[config.mk]
export PLATFORM = sky130hd
export DESIGN_NAME = wb_arbiter_rr
export DESIGN_NICKNAME = d
export VERILOG_FILES = /design/src/rtl/wb_arbiter_rr.sv
export SDC_FILE = /design/constraint.sdc
export NUM_CORES = 1
export LEC_CHECK = 0
export BUFFER_PORTS_ARGS = -buffer_cell sky130_fd_sc_hd__buf_2
export CORE_AREA = 2 2 179 181
export CTS_CLUSTER_SIZE = 25
export DETAILED_ROUTE_END_ITERATION = 16
export DIE_AREA = 0 0 181 183
export SETUP_SLACK_MARGIN = 0.2
export SLEW_MARGIN = 20
export SYNTH_ARGS = -nofsm -noshare
export SYNTH_HDL_FRONTEND = slang
export SYNTH_SLANG_ARGS = --single-unit
[constraint.sdc]
create_clock -name wb_clk_i -period 3.7 [get_ports wb_clk_i]
set_input_delay 0.37 -clock wb_clk_i [delete_from_list [all_inputs] [get_ports wb_clk_i]]
set_output_delay 0.37 -clock wb_clk_i [all_outputs]
set_load 0.02 [all_outputs]
[src/rtl/wb_arbiter_rr.sv]
// Round-robin Wishbone B3 arbiter: NUM_MASTERS masters share one slave; ownership held for a whole cyc.
// Grant registered (request in N, grant in N+1); request/response paths are combinational muxes.
// Optional WB_ARB_WATCHDOG_EN: errors out a stalled strobe after TIMEOUT cycles without a slave response.
module wb_arbiter_rr #(
    parameter int NUM_MASTERS = 4,
    parameter int aw          = 32,
    parameter int dw          = 32,
    parameter int TIMEOUT     = 255
) (
    input  logic                     wb_clk_i,
    input  logic                     wb_rst_ni,
    input  logic [NUM_MASTERS*aw-1:0] wbm_adr_i,
    input  logic [NUM_MASTERS*dw-1:0] wbm_dat_i,
    input  logic [NUM_MASTERS*4-1:0]  wbm_sel_i,
    input  logic [NUM_MASTERS-1:0]    wbm_we_i,
    input  logic [NUM_MASTERS-1:0]    wbm_cyc_i,
    input  logic [NUM_MASTERS-1:0]    wbm_stb_i,
    input  logic [NUM_MASTERS*3-1:0]  wbm_cti_i,
    input  logic [NUM_MASTERS*2-1:0]  wbm_bte_i,
    output logic [dw-1:0]             wbm_sdt_o,
    output logic [NUM_MASTERS-1:0]    wbm_ack_o,
    output logic [NUM_MASTERS-1:0]    wbm_err_o,
    output logic [NUM_MASTERS-1:0]    wbm_rty_o,
    output logic [aw-1:0]             wbs_adr_o,
    output logic [dw-1:0]             wbs_dat_o,
    output logic [3:0]                wbs_sel_o,
    output logic                      wbs_we_o,
    output logic                      wbs_cyc_o,
    output logic                      wbs_stb_o,
    output logic [2:0]                wbs_cti_o,
    output logic [1:0]                wbs_bte_o,
    input  logic [dw-1:0]             wbs_sdt_i,
    input  logic                      wbs_ack_i,
    input  logic                      wbs_err_i,
    input  logic                      wbs_rty_i,
    output logic [NUM_MASTERS-1:0]    grant_o
);

    localparam int IW = (NUM_MASTERS > 1) ? $clog2(NUM_MASTERS) : 1;

    typedef enum logic {
        IDLE,
        GRANTED
    } state_t;

    state_t          state, state_n;
    logic [IW-1:0]   owner, owner_n;
    logic [IW-1:0]   ptr, ptr_n;
    logic [IW-1:0]   base;
    logic [IW-1:0]   pick;
    logic            found;
    logic            granted;
    logic            owner_cyc;
    logic            owner_stb;
    logic            slv_resp;
    logic            wd_fire;

    assign granted   = (state == GRANTED);
    assign owner_cyc = wbm_cyc_i[owner];
    assign owner_stb = wbm_stb_i[owner];
    assign slv_resp  = wbs_ack_i | wbs_err_i | wbs_rty_i;

    // Scan starts after the last owner; on release that is the current owner, so it ranks last.
    assign base = granted ? owner : ptr;

    always_comb begin
        int idx;
        found = 1'b0;
        pick  = '0;
        for (int i = 1; i <= NUM_MASTERS; i++) begin
            idx = int'(base) + i;
            if (idx >= NUM_MASTERS) idx = idx - NUM_MASTERS;
            if (!found && wbm_cyc_i[idx]) begin
                found = 1'b1;
                pick  = IW'(idx);
            end
        end
    end

    always_comb begin
        state_n = state;
        owner_n = owner;
        ptr_n   = ptr;
        case (state)
            IDLE: begin
                if (found) begin
                    state_n = GRANTED;
                    owner_n = pick;
                end
            end
            GRANTED: begin
                if (!owner_cyc) begin
                    ptr_n = owner;
                    if (found) owner_n = pick;
                    else       state_n = IDLE;
                end
            end
            default: state_n = IDLE;
        endcase
    end

    always_ff @(posedge wb_clk_i or negedge wb_rst_ni) begin
        if (!wb_rst_ni) begin
            state <= IDLE;
            owner <= '0;
            ptr   <= IW'(NUM_MASTERS - 1);
        end else begin
            state <= state_n;
            owner <= owner_n;
            ptr   <= ptr_n;
        end
    end

`ifdef WB_ARB_WATCHDOG_EN
    localparam int CW = $clog2(TIMEOUT + 1);
    logic [CW-1:0] wd_cnt;

    assign wd_fire = granted && owner_cyc && owner_stb && !slv_resp && (wd_cnt == CW'(TIMEOUT));

    always_ff @(posedge wb_clk_i or negedge wb_rst_ni) begin
        if (!wb_rst_ni) begin
            wd_cnt <= '0;
        end else if (!granted || !owner_cyc || slv_resp || wd_fire) begin
            wd_cnt <= '0;
        end else if (owner_stb) begin
            wd_cnt <= wd_cnt + CW'(1);
        end
    end
`else
    assign wd_fire = 1'b0;
`endif

    assign grant_o   = granted ? (NUM_MASTERS'(1) << owner) : '0;

    assign wbs_cyc_o = granted & owner_cyc;
    assign wbs_stb_o = granted & owner_stb & ~wd_fire;
    assign wbs_adr_o = granted ? wbm_adr_i[owner*aw +: aw] : '0;
    assign wbs_dat_o = granted ? wbm_dat_i[owner*dw +: dw] : '0;
    assign wbs_sel_o = granted ? wbm_sel_i[owner*4 +: 4]   : '0;
    assign wbs_cti_o = granted ? wbm_cti_i[owner*3 +: 3]   : '0;
    assign wbs_bte_o = granted ? wbm_bte_i[owner*2 +: 2]   : '0;
    assign wbs_we_o  = granted & wbm_we_i[owner];

    // grant_o is zero when idle, so responses only ever reach the owner.
    assign wbm_sdt_o = wbs_sdt_i;
    assign wbm_ack_o = grant_o & {NUM_MASTERS{wbs_ack_i}};
    assign wbm_err_o = grant_o & {NUM_MASTERS{wbs_err_i | wd_fire}};
    assign wbm_rty_o = grant_o & {NUM_MASTERS{wbs_rty_i}};

endmodule

### Word-level counts from Yosys, hierarchy flattened

Cells that the tools add are included.
Widths: inputs -> output; s select.

* output and inout bits: 124
* word-level logic and storage cells: 86
* register bits after elaboration: 5

* $add $sub $neg: 8
* multipliers: 1
* magnitude comparators: 9
* bitwise gates (word level): 8
* equality and inequality tests: 1
* reduce and logical (&&, ||, !) cells: 7
* muxes and demuxes: 43
* shifts and indexed selects: 6

Operators by type and width (number)
* $shiftx 128x8->32: 2
* $mux 32: 6
* $lt 32x4->1 const B: 4
* $mux 1: 17
* $mux 2: 8
* $shiftx 16x5->4: 1
* $bmux 1 s2: 7
* $and 4x4->4: 3
* $shiftx 12x5->3: 1
* $sub 3x3->4 const B: 3
* $ge 3x3->1 const B: 3
* $mux 4: 2
* $shiftx 8x4->2: 1
* $add 2x2->3 const B: 2
* $sub 4x3->5 const B: 1
* $add 2x3->4 const B: 1
* $ge 4x3->1 const B: 1
* $mul 2x2->4 const B: 1
* $pmux 2 s2: 1
* $shl 1x2->4 const A: 1
* $add 2x1->3 const B: 1
* $and 1x1->1: 3
* $logic_and 1x1->1: 3
* $logic_not 1->1: 3
* 6 further kinds: 7

### Depth between registers and ports, before layout

Gate-level depths: netlist (run 1).

* depth after elaboration: 20
* gate-level depth with buffers: 6

### Worst setup path before layout (run 1)

OpenSTA, ideal clock, no wires.

* kind: reg-to-output
* start: register owner[0]
* end: output wbs_dat_o[11]
* cell stages (with the launch flop): 6
* path slack: 1.861 ns
* data arrival time: 1.469 ns
* required time: 3.330 ns
* path through: dfrtp_1 -> and3b_1 -> buf_4 -> buf_4 -> buf_2 -> a221o_1

* longest elaborated chain between the ends: 2

RTL lines
* start, declared: RTL line 47 `logic [IW-1:0] owner, owner_n;`
* start signal, assigned: RTL line 109 `owner <= owner_n;`
* $shiftx 128x8->32: RTL line 138 `assign wbs_dat_o = granted ? wbm_dat_i[owner*dw +: dw] : '0;`
* $mux 32: RTL line 138
* end, declared: RTL line 25 `output logic [dw-1:0] wbs_dat_o,`

Every way passes these cells.

### Worst setup path in the final report (run 1)

* start: register owner[0]
* end: output wbs_dat_o[1]

The elaborated chain is that of the path after synthesis.

==> results of run 1 <==
[flip-flops by register name (all words and copies together) (netlist names)]
| name | count |
|---|---|
| ptr | 2 |
| granted | 1 |
| owner | 2 |
[power groups by stage]
| stage | registers (mW) | logic, mW | clock network (mW) |
|---|---|---|---|
| floorplan | 0.107 | 2.48 | 0 |
| global placement | 0.155 | 3.43 | 0 |
| detailed placement | 0.158 | 3.47 | 0 |
| CTS | 0.157 | 3.48 | 0.179 |
| global route | 0.165 | 3.67 | 0.184 |
| finish | 0.158 | 3.45 | 0.177 |
[per-stage QoR]
step	power [mW]	instance area, um^2
after floorplan	2.59	2350
after detailed placement	3.63	4510
final	3.78	4610
after global routing	4.02	4610
after CTS	3.82	4600
after global placement	3.58	4510
[layer usage]
layer	track usage, %	vias to the layer above	wire, um
met3	1.85	20	1750
met4	1.92	4	284
met1	10.3	1799	6070
li1	-	1824	-
met2	14.6	337	7610
met5	0	-	27
[final timing paths]
kind,endpoint,depth (start not counted),from
max in group asynchronous,ptr[0],2,wb_rst_ni
min,granted,2,wb_rst_ni
min in group wb_clk_i,owner[0],3,wbm_cyc_i[3]
max reg2reg,owner[1],4,owner[0]
max,wbs_dat_o[1],5,owner[0]
min reg2reg,ptr[1],1,ptr[1]
[cells by family after synthesis]
family / count (synthesis)
and+or+nand+nor: 30
buffers and inverters: 70
DFF: 5
muxes: 12
AOI/OAI and AO/OA: 149
[area by class of cell]
| type | count | share of cell area (%) |
|---|---|---|
| Timing Repair Buffer | 409 | 45.5 |
| Sequential cell | 5 | 2.77 |
| Clock buffer | 4 | 1.71 |
| Antenna cell | 1 | 0.0543 |
| Tap cell | 402 | 10.9 |
| Inverter | 3 | 0.244 |
| Multi-Input combinational cell | 191 | 38.8 |
[what timing repair did]
| item | CTS | global route |
|---|---|---|
| resized for setup | 0 | 0 |
| endpoints found under the hold margin | 3 | 0 |
| hold buffers | 1 | 0 |
[placed cells by master (no fill, tap or decap), types with 3 or more instances in the layout]
cell type	count
mux4_2	6
and2_1	17
dfrtp_1	3
mux2i_1	3
buf_4	6
clkbuf_16	3
a221o_1	70
nand2_1	5
inv_1	3
buf_2	400
a22o_1	70
==> results by group, run 1 <==
Placed design
  • Port bufs: 400
  • GPL Wtd Cong: 0.786
  • Placed cell count: 1009
  • Post-DP HPWL: 13600 um
  • Dpl ws: 1.23 ns

Detailed routing
  • Drt wl/cell: 15.5 um
  • Post-DR vias/cell: 3.93
  • WL final: 15700 um
  • DR iter-0 viols: 170
  • DRT antenna net count: 0
  • Drt pass-1 iters: 4
  • Vias: 3984
  • DRC: 0

Logic synthesis
  • Synth area leader: a221o_1
  • Synth Area per Inst: 8.82 um^2
  • Synth Cell Area: 0.00235 mm^2
  • Post-synth cell types: 30
  • Most frequent cells after synthesis: a221o_1 (70), a22o_1 (70), buf_4 (36), buf_2 (24), and2_1 (17)
  • Synth Flop Type: dfrtp_1
  • Post-synth EDFFs: 0
  • Area contributors post-synth: a221o_1 (30%), a22o_1 (26%), buf_4 (12%), mux4_2 (5.8%), buf_2 (5.1%)
  • XOR/XNOR share of the synthesized area: 0%
  • Main combinational cell family by area after synthesis: compound AO/OA/AOI/OAI gates
  • Compound-Gate Fraction of Synth Area: 58.8%
  • Syn nets: 607
  • Post-synthesis simple-gate area fraction: 7.78%
  • Synth Area in Adders: 0%
  • Yosys warnings: 0
  • Ys async rst share: 100%
  • Syn Inst Count: 266
  • Mux share of post-synthesis cell area: 8.80%
  • Seq cells post-synth: 5
  • Sequential area share after synthesis: 5.44%
  • Share of the synthesized area in the top cell type: 29.9%

Worst setup path
  • CP max stage delay: 0.77 ns
  • CP max stage cell: dfrtp_1
  • Max FO, Critical Path: 46
  • CP Capture Type: output port
  • Reg2Reg Setup Slack: 1.75 ns
  • Top delay family on crit path: flip-flops
  • Crit Path Class: reg -> out
  • Crit path DAT: 2.35 ns
  • Critical Path RT: 3.33 ns
  • CP startpoint kind: flip-flop
  • Worst-path cell chain: and3b_2, buf_4, a22o_1, a221o_1, buf_2
  • Buffers & Inverters on Critical Path: 2

Timing
  • Slew margin rel.: 54.9%
  • Peak Freq: 0.368 GHz
  • Crit share post-route: 73.4%
  • Final-report hold violation count: 0
  • Hold_ws: 0.493 ns
  • Setup Skew: 0.00183 ns
  • Post-route setup TNS: 0 ns
  • Actual slew at the worst max-slew pin: 0.676 ns
  • Fin crit period: 2.72 ns
  • RSZ-0062 raised after global routing: no
  • Fin worst setup slack: 0.984 ns
  • Setup violators final: 0
  • Max-slew violation count: 0

GRT
  • First-pass GRT wire length: 21300 um
  • Total track usage: 8.28%
  • GRT Residual Overflow: 0
  • Number of global-route vias before repair: 3609
  • Antenna violations before repair: 3
  • Maximum number of pins on one net before global-route repair: 49

Finish
  • Area taken by multi-input logic gates: 0.00179 mm^2
  • Register Area: 128 um^2
  • Filler cell count: 3571
  • Area Overhead vs Synth: 96.2%
  • Non-filler instance count after layout: 1015
  • Util after Layout: 14.7%
  • Final nets: 954
  • Layout cell share with drive strength beyond 1: 69.8%

Pwr
  • Clock Power Share: 4.7%
  • Comb power frac: 91.2%
  • Sw frac: 56.3%
  • Pwr dens: 821 mW/mm^2
  • VDD IR-drop max: 0.360 mV
  • Seq pwr share: 4.2%
  • Sw Pwr: 2.13 mW
  • P_int: 1.65 mW
  • Pleak: 2.46 nW

Clocking
  • CTS Sinks: 5
  • Clk buf depth: 2
  • H-Tree Depth: 1
  • Clock root buffer: clkbuf_16
  • Worst-path clk slew: 0.03 ns
  • Number of CTS-inserted buffers: 3
  • Postcts setup bufs: 0
  • CTS tree: yes
  • Clk_lat worst skew: 0.23 ns

Floorplanning
  • Die Ht: 183 um
  • Core ar.: 0.0312 mm^2
  • Initial cell density of the core: 7.52%
  • Die area: 0.0331 mm^2
  • DIE WIDTH: 181 um
  • Standard-cell rows: 65
  • # IOs: 465

Worst hold path
  • Hold WC Path Type: in -> async

Status
  • Outcome: complete, no violations

Run
  • MaxCap Viol Count: 0
Note: power is estimated with default switching activity, not from simulation.
==> run 2, diff against run 1 <==
--- a/config.mk
+++ b/config.mk
@@ -6,10 +6,10 @@
 export NUM_CORES = 1
 export LEC_CHECK = 0
 export BUFFER_PORTS_ARGS = -buffer_cell sky130_fd_sc_hd__buf_2
-export CORE_AREA = 2 2 179 181
+export CORE_AREA = 2 2 180 182
 export CTS_CLUSTER_SIZE = 25
 export DETAILED_ROUTE_END_ITERATION = 16
-export DIE_AREA = 0 0 181 183
+export DIE_AREA = 0 0 182 184
 export SETUP_SLACK_MARGIN = 0.2
 export SLEW_MARGIN = 20
 export SYNTH_ARGS = -nofsm -noshare
==> constraint.sdc (replaced) <==
create_clock -name wb_clk_i -period 2.8 [get_ports wb_clk_i]
set_input_delay 0.28 -clock wb_clk_i [delete_from_list [all_inputs] [get_ports wb_clk_i]]
set_output_delay 0.28 -clock wb_clk_i [all_outputs]
set_load 0.02 [all_outputs]
==> run 2 against run 1 <==
Effect of this change:
- cell area barely moved
- global-route usage fell by 0.10 points
- combinational power rose by 34%
- setup slack got worse by 0.51 ns
- via count rose by 1.8%
- register-to-register slack got worse by 0.73 ns
- first-iteration DRC count rose by 6.5%
- total power rose by 33%
- non-clock buffer count did not move
- clock skew barely moved
- count of clock-buffer cells in the layout did not move
- sequential share of layout area rose by 0.053 points
- critical path type unchanged
- largest power group unchanged
==> results by group, run 2 (synthesis gave the netlist of run 1 again) <==
Floorplanning
  • Standard-cell rows: 65 (unchanged)
  • DIE WIDTH: 182 um (+0.55%)
  • Die area: 0.0335 mm^2 (+1.1%)
  • Die Ht: 184 um (+0.55%)
  • Initial cell density of the core: 7.48% (-0.039 points)
  • Core ar.: 0.0314 mm^2 (+0.52%)
  • # IOs: 465 (unchanged)

Detailed routing
  • Vias: 4057 (+1.8%)
  • DRC: 0 (unchanged)
  • Post-DR vias/cell: 4.00 (+1.8%)
  • Drt wl/cell: 15.5 um (-0.32%)
  • DRT antenna net count: 0 (unchanged)
  • Drt pass-1 iters: 4 (unchanged)
  • DR iter-0 viols: 181 (+6.5%)
  • WL final: 15700 um (-0.32%)

Worst setup path
  • Crit path DAT: 2.05 ns (-0.30 ns)
  • Worst-path cell chain: and3b_2, buf_4, a22o_1, a221o_1, buf_2
  • Critical Path RT: 2.52 ns (-0.81 ns)
  • Max FO, Critical Path: 35 (-24%)
  • CP Capture Type: output port
  • Crit Path Class: reg -> out
  • CP startpoint kind: flip-flop
  • Buffers & Inverters on Critical Path: 2 (unchanged)
  • CP max stage delay: 0.52 ns (-0.25 ns)
  • Top delay family on crit path: compound AO/OA/AOI/OAI gates
  • CP max stage cell: dfrtp_2

Clocking
  • Number of CTS-inserted buffers: 3 (unchanged)
  • CTS tree: yes
  • Postcts setup bufs: 0 (unchanged)
  • H-Tree Depth: 1 (unchanged)
  • Clk buf depth: 2 (unchanged)
  • Clk_lat worst skew: 0.23 ns (about the same)
  • CTS Sinks: 5 (unchanged)
  • Worst-path clk slew: 0.03 ns (about the same)
  • Clock root buffer: clkbuf_16

GRT
  • Maximum number of pins on one net before global-route repair: 76 (+55%)
  • Antenna violations before repair: 2 (-1)
  • First-pass GRT wire length: 21200 um (-0.52%)
  • Total track usage: 8.18% (-0.10 points)
  • Number of global-route vias before repair: 3826 (+6.0%)
  • GRT Residual Overflow: 0 (unchanged)

Timing
  • Actual slew at the worst max-slew pin: 0.494 ns (-0.182 ns)
  • Peak Freq: 0.429 GHz
  • Slew margin rel.: 67.1% (+12 points)
  • Setup Skew: 0.00230 ns (+0.000475 ns)
  • Fin crit period: 2.33 ns
  • Post-route setup TNS: 0 ns (unchanged)
  • RSZ-0062 raised after global routing: no
  • Fin worst setup slack: 0.471 ns (-0.513 ns)
  • Setup violators final: 0 (unchanged)
  • Final-report hold violation count: 0 (unchanged)
  • Crit share post-route: 83.2%
  • Hold_ws: 0.401 ns (-0.0921 ns)
  • Max-slew violation count: 0 (unchanged)

Placed design
  • Post-DP HPWL: 12900 um (-4.8%)
  • GPL Wtd Cong: 0.803 (+2.2%)
  • Dpl ws: 0.532 ns (-0.700 ns)
  • Port bufs: 400 (unchanged)
  • Placed cell count: 1009 (unchanged)

Finish
  • Layout cell share with drive strength beyond 1: 70.1% (+0.33 points)
  • Non-filler instance count after layout: 1015 (unchanged)
  • Final nets: 954 (unchanged)
  • Area Overhead vs Synth: 96.3% (about the same)
  • Most common cell after layout, fill and taps aside: buf_2
  • Filler cell count: 3589 (+0.50%)
  • Most frequent cells in the layout: buf_2 (400), a22o_1 (70), a221o_1 (70)

Worst hold path
  • Hold WC Path Type: in -> async

Pwr
  • Pleak: 2.46 nW (about the same)
  • Total Power: 5.04 mW (+33%)
  • Pwr dens: 1090 mW/mm^2 (+33%)
  • VDD IR-drop max: 0.430 mV (+20%)

Status
  • Outcome: complete, no violations

Run
  • MaxCap Viol Count: 0 (unchanged)
## run 2: cell counts in the layout (fill, tap and decap cells not counted)
Identical to the previous run, type by type.
## run 2: timing repair
| item | 4_1_cts | 5_1_grt |
|---|---|---|
| setup endpoints to repair | 0 | 2 |
| gates resized for setup | 0 | 2 |
| endpoints found under the hold margin | 3 | 0 |
| hold buffers | 1 | 0 |
## run 2: worst register-to-register path, cell delays in order (launching register included)
cell	delay, ns
dfrtp_1	0.41
buf_4	0.26
mux4_2	0.54
nand2_1	0.18
nand2_1	0.08
a32o_1	0.21
## run 2: per-layer routing
metal / wire length [um] / track usage, % / up-vias / part of all wire (%)
met5: 13 / 0 / - / 0.083
met4: 534 / 3.13 / 2 / 3.4
met3: 1380 / 1.05 / 42 / 8.8
met2: 7970 / 15.5 / 313 / 51
met1: 5790 / 9.28 / 1880 / 37
li1: - / - / 1820 / -
## run 2: where the power goes
group | total (mW) | switching, mW | internal (mW) | leakage (nW)
Sequential | 0.176 | 0.0596 | 0.117 | 0.0518
Clock | 0.236 | 0.0474 | 0.189 | 0.0382
Combinational | 4.63 | 2.74 | 1.88 | 2.37
## run 2: worst paths after layout
check / cells past startpoint / slack (ns) / start / end
min in group wb_clk_i: 3 / 0.41 / wbm_cyc_i[0] / granted
worst min register to register: 1 / 0.63 / ptr[1] / ptr[1]
worst min-delay path: 2 / 0.40 / wb_rst_ni / owner[1]
max in group asynchronous: 2 / 2.18 / wb_rst_ni / ptr[0]
worst max-delay path: 5 / 0.47 / owner[1] / wbs_dat_o[10]
worst max register to register: 5 / 1.02 / owner[0] / owner[1]
## run 2: final cells by class
cell class	instances	area, um^2	share of cell area, %
inverters	3	11.3	0.244
flip-flops and latches	5	130	2.82
repair buffers	409	2100	45.5
clock buffers	4	78.8	1.71
well taps	402	503	10.9
diodes	1	2.50	0.0543
multi-input cells	191	1790	38.7
## run 2: stage by stage
stage | area (um^2) | utilization (%)
after floorplan | 2350 | -
after global placement | 4510 | 14.4
after detailed placement | 4510 | 14.4
after CTS | 4600 | 14.7
after global routing | 4610 | 14.7
final | 4610 | 14.7
